[config.mk]
export PLATFORM = sky130hd
export DESIGN_NAME = sr_drive_sequencer
export DESIGN_NICKNAME = d
export VERILOG_FILES = /design/src/rtl/sr_drive_sequencer.sv
export SDC_FILE = /design/constraint.sdc
export NUM_CORES = 1
export LEC_CHECK = 0
export BUFFER_PORTS_ARGS = -buffer_cell sky130_fd_sc_hd__buf_2
export CORE_MARGIN = 2
export CORE_UTILIZATION = 52
export CTS_CLUSTER_DIAMETER = 150
export DETAILED_ROUTE_END_ITERATION = 10
export HOLD_SLACK_MARGIN = 0.15
export PLACE_DENSITY = 0.75
export SLEW_MARGIN = 20
export SYNTH_ARGS = -nofsm -noshare
export SYNTH_HDL_FRONTEND = slang
export SYNTH_SLANG_ARGS = --single-unit
[constraint.sdc]
create_clock -name clk -period 2.1 [get_ports clk]
set_clock_uncertainty 0.15 [all_clocks]
set_input_delay 0.21 -clock clk [delete_from_list [all_inputs] [get_ports clk]]
set_output_delay 0.21 -clock clk [all_outputs]
set_load 0.02 [all_outputs]
[src/rtl/sr_drive_sequencer.sv]
// Command sequencer for an SR flip-flop: turns set/reset/toggle/hold requests into timed S/R pulses.
// Optional feedback check of q after each command: define SR_DRV_VERIFY_EN.
module sr_drive_sequencer #(
   parameter int PULSE_CYCLES  = 2,
   parameter int SETTLE_CYCLES = 1,
   parameter int CNT_W         = 8
) (
   input  logic             clk,
   input  logic             rst,
   input  logic             req_valid,
   input  logic [1:0]       req_op,
   output logic             req_ready,
   input  logic             q_fb,
   output logic             S,
   output logic             R,
   output logic             busy,
   output logic             done,
   output logic             err,
   output logic [CNT_W-1:0] op_count
);
   typedef enum logic [1:0] {IDLE, DRIVE, SETTLE, DONE} state_t;

   localparam logic [1:0] OP_HOLD   = 2'b00;
   localparam logic [1:0] OP_SET    = 2'b01;
   localparam logic [1:0] OP_RESET  = 2'b10;
   localparam logic [1:0] OP_TOGGLE = 2'b11;

   localparam logic [15:0] PULSE_LAST  = 16'(PULSE_CYCLES - 1);
   localparam logic [15:0] SETTLE_LAST = 16'(SETTLE_CYCLES - 1);

   state_t      state;
   logic [15:0] cnt;
`ifdef SR_DRV_VERIFY_EN
   logic        exp_q;
`endif

   assign req_ready = (state == IDLE);
   assign busy      = (state != IDLE);

   always_ff @(posedge clk) begin
      if (rst) begin
         state    <= IDLE;
         cnt      <= '0;
         S        <= 1'b0;
         R        <= 1'b0;
         done     <= 1'b0;
         op_count <= '0;
`ifdef SR_DRV_VERIFY_EN
         exp_q    <= 1'b0;
`endif
      end else begin
         done <= 1'b0;
         unique case (state)
            IDLE: begin
               if (req_valid) begin
                  cnt <= '0;
`ifdef SR_DRV_VERIFY_EN
                  unique case (req_op)
                     OP_HOLD:   exp_q <= q_fb;
                     OP_SET:    exp_q <= 1'b1;
                     OP_RESET:  exp_q <= 1'b0;
                     OP_TOGGLE: exp_q <= ~q_fb;
                     default:   exp_q <= q_fb;
                  endcase
`endif
                  if (req_op == OP_HOLD) begin
                     state <= DONE;
                     done  <= 1'b1;
                  end else begin
                     // Toggle resolves against q at accept; S and R are never both chosen.
                     state <= DRIVE;
                     S     <= (req_op == OP_SET)   | ((req_op == OP_TOGGLE) & ~q_fb);
                     R     <= (req_op == OP_RESET) | ((req_op == OP_TOGGLE) &  q_fb);
                  end
               end
            end
            DRIVE: begin
               if (cnt == PULSE_LAST) begin
                  S   <= 1'b0;
                  R   <= 1'b0;
                  cnt <= '0;
                  if (SETTLE_CYCLES == 0) begin
                     state    <= DONE;
                     done     <= 1'b1;
                     op_count <= op_count + 1'b1;
                  end else begin
                     state <= SETTLE;
                  end
               end else begin
                  cnt <= cnt + 16'd1;
               end
            end
            SETTLE: begin
               if (cnt == SETTLE_LAST) begin
                  cnt      <= '0;
                  state    <= DONE;
                  done     <= 1'b1;
                  op_count <= op_count + 1'b1;
               end else begin
                  cnt <= cnt + 16'd1;
               end
            end
            DONE:    state <= IDLE;
            default: state <= IDLE;
         endcase
      end
   end

`ifdef SR_DRV_VERIFY_EN
   // Compared live during the DONE cycle so err lines up with done.
   assign err = (state == DONE) & (q_fb != exp_q);
`else
   assign err = 1'b0;
`endif
endmodule

==> summary.md <==
| Metric | Value |
|---|---|
| Status | finished clean |
| Placement Rows | 21 |
| Top_reg_cell synth | dfxtp_1 |
| CP top delay family | simple AND/OR/NAND/NOR gates |
| Post-synthesis cell area | approximately 0.0018 sq mm |
| Fin. max-slew vios | 0 |
| Fin Hold WS | about 0.33 ns |
| RSZ-0062 raised after global routing | true |
| Worst vdd ir | around 0.00065 V |
| DR iter-0 viols | 75 |
| Most frequent cells in the layout | dfxtp_1 (27), buf_4 (25), nor2_1 (18), buf_2 (18), nand2_1 (14) |
| Placeable Area | 0.00328 sq mm |
| DR vias | 1750 |
| HPWL after DPL | 2930 um |
| FF-to-FF setup slack | 0.07 ns |
| Buffers on Ports | 18 |
| Period utilization | 96.8% |
| CP bufs+invs | 1 |
| Worst setup path category | reg2reg |
| Post-synth EDFFs | 0 |
| Fill cells | 276 |
| Wire length per cell | 13.8 um |
| Clock root cell | clkbuf_4 |
| Synth Register Bits | 29 |
| Count of final hold-check violations | 0 |
| Clock sink total | 29 |
| Ports | 20 |
| Startpoint Class | register |
| CTS tree | done |
| Commonest non-fill, non-tap cell in the layout | dfxtp_1 |
| Antenna viol nets, final | 0 |
| Via density | 5.81 |
| First-pass GRT wire length | 6760 um |
| Diode count | 0 |
| Routability Congestion | ~0.82 |
| CP Capture Type | register |
| Yosys warning total | 0 |
| Post-synth ARST share | 0% |
| Library cells used by synthesis | 44 |
| Yosys top cell area share | 33.0% |
| CP arrival | 2.16 ns |
| Placed cell count | about 290 |
| Worst skew pair latency | 0.34 ns |
| Dominant cell type by area after synthesis | dfxtp_1 |
| Post-synthesis sequential area ratio | 33.0% |
| Max Cap Viol | 0 |
| Power consumption | about 1.8 mW |
| Die area | 0.00386 sq mm |
| Clock Power Share | 19.3% |
| Final min period | 2.03 ns |
| NetSw | 0.725 mW |
| DR pass1 iterations | 4 |
| Layout Nets | 268 |
| Post-route insts no fill | 301 |
| Maximum level of the CTS H-tree | 2 |
| Pin count of the biggest net entering global routing | 25 |
| Reg clk slew, reported paths | 0.10 ns |
| CP Max Fanout | 9 |
| Final core utilization | about two thirds |
| Post-Route WL | 4140 um |
| Leakage | roughly 0.8 nW |
| Max Clk Rate | slightly below 0.5 GHz |
| Die height | 62.1 um |
| Critical Path Max Stage Delay | 0.55 ns |
| Initial antenna violation count | 0 |
| Int Pwr | 1.06 mW |
| Die Wd | 62.1 um |
| Switch share | 40.5% |
| Area growth, synth to finish | 27.0% |
| Tot GR Track Use | 21.8% |
| CTS max path bufs | 2 |
| Cell count after synthesis | 206 |
| Power density cells | 802 mW/mm^2 |
| CTS buffer count | 5 |
| Worst min path class | reg2reg |
| Data required time of the worst path | between 2 and 2.5 ns |
| Synth top area cells | dfxtp_1 (33%), ha_1 (5.7%), a21oi_1 (4.0%) |
| Register share of total power | 35.3% |
| Setup Viol. Count Final | 0 |
| Mapped Nets | 220 |
| Crit path max-delay cell type | or4_4 |
| Fraction of final layout cells sized beyond drive strength 1 | 31.8% |
| Vias in the first global route | 1526 |
| Comb pwr share | 45.4% |
| Crit-path cells | inv_2 -> ha_4 -> nor2b_4 -> or4_4 -> or4_1 -> a21oi_1 |
| Total global routing overflow | 0 |
| Residual DRC count | 0 |
| Effective utilization at floorplan | ~53% |
| Post-Syn Area per Cell | 8.53 sq um |
-- cells by family (layout without fill, tap and decap cells) --
group,count (synthesis),in the layout,synth area share [%]
adders and majority gates,8,8,5.70
xor gates and xnor gates,5,5,2.49
AOI/OAI and AO/OA,45,45,18.4
and+or+nand+nor,89,89,30.8
other,1,1,0.213
muxes,6,6,3.85
DFF,29,29,33.0
buffers and inverters,23,72,5.48
-- final timing paths --
path,start,to,cells after the start
min reg2reg,S$_SDFFE_PP0P_,S$_SDFFE_PP0P_,2
min,S$_SDFFE_PP0P_,S$_SDFFE_PP0P_,2
max,state[1]$_SDFFE_PP0P_,cnt[9]$_SDFFE_PP0P_,6
max reg2reg,state[1]$_SDFFE_PP0P_,cnt[9]$_SDFFE_PP0P_,6
-- routing by layer --
metal  up-vias  routed length (um)  global-route usage, %
li1        875                   -                      -
met1       815                1830                   26.8
met2        55                2020                   34.8
met3         5                 229                   6.34
met4         0                  60                   11.1
met5         -                   0                      0
-- worst reg2reg max path, cell delays in order, from the launching register on --
cell and delay (ns):
dfxtp_2 0.37, inv_2 0.06, ha_4 0.16, nor2b_4 0.15, or4_4 0.55, or4_1 0.41, a21oi_1 0.14
-- metrics by stage --
step	setup WS (ns)	instance area (sq um)	TNS [ns]
2_1_floorplan	-0.0141	1780	-0.0141
3_3_place_gp	0.0540	2070	0
3_5_place_dp	-0.0270	2070	-0.0440
4_1_cts	0.00167	2190	0
5_1_grt	-0.000950	2230	-0.000950
6_report	0.0667	2230	0
-- layout make-up --
class | count | area (sq um) | area share, %
Sequential cell | 29 | 583 | 26.1
Inverter | 14 | 52.6 | 2.36
Timing Repair Buffer | 50 | 358 | 16.0
Multi-Input combinational cell | 154 | 1120 | 50.4
Clock buffer | 5 | 37.5 | 1.68
Clock inverter | 3 | 17.5 | 0.785
Tap cell | 46 | 57.6 | 2.58
-- power by group through the flow --
stage	clock (mW)	sequential, mW	combinational (mW)
final	0.346	0.632	0.813
after global routing	0.373	0.635	0.879
after CTS	0.352	0.630	0.785
after detailed placement	0	0.643	0.764
after floorplan	0	0.665	0.499
after global placement	0	0.640	0.752
-- sequential cells by signal, summed over array words and instances (netlist names) --
| signal | flops |
|---|---|
| R | 1 |
| done | 1 |
| op_count | 8 |
| state | 2 |
| cnt | 16 |
| S | 1 |
-- what timing repair did --
item,CTS,global route
hold buffers,6,0
resized for setup,1,6
gates cloned,0,0
pin swaps,1,4
buffers inserted,1,1
endpoints found under the setup margin,6,18
endpoints found under the hold margin,4,0
-- synthesized netlist by cell type, drive strengths merged, types with 2 or more instances --
master and n:
or3 3, nand2 14, xnor2 5, a41oi 4, nor2b 6, nand4 10
nor4 11, a21oi 15, nor2 18, o21ai 6, ha 8, o311ai 2
nor3b 3, buf 5, mux2 6, nand3 9, clkbuf 4, or4 7
o31ai 6, o2111ai 4, o211ai 5, inv 13, dfxtp 29, nor3 3
Note: power is estimated with default switching activity, not from simulation.
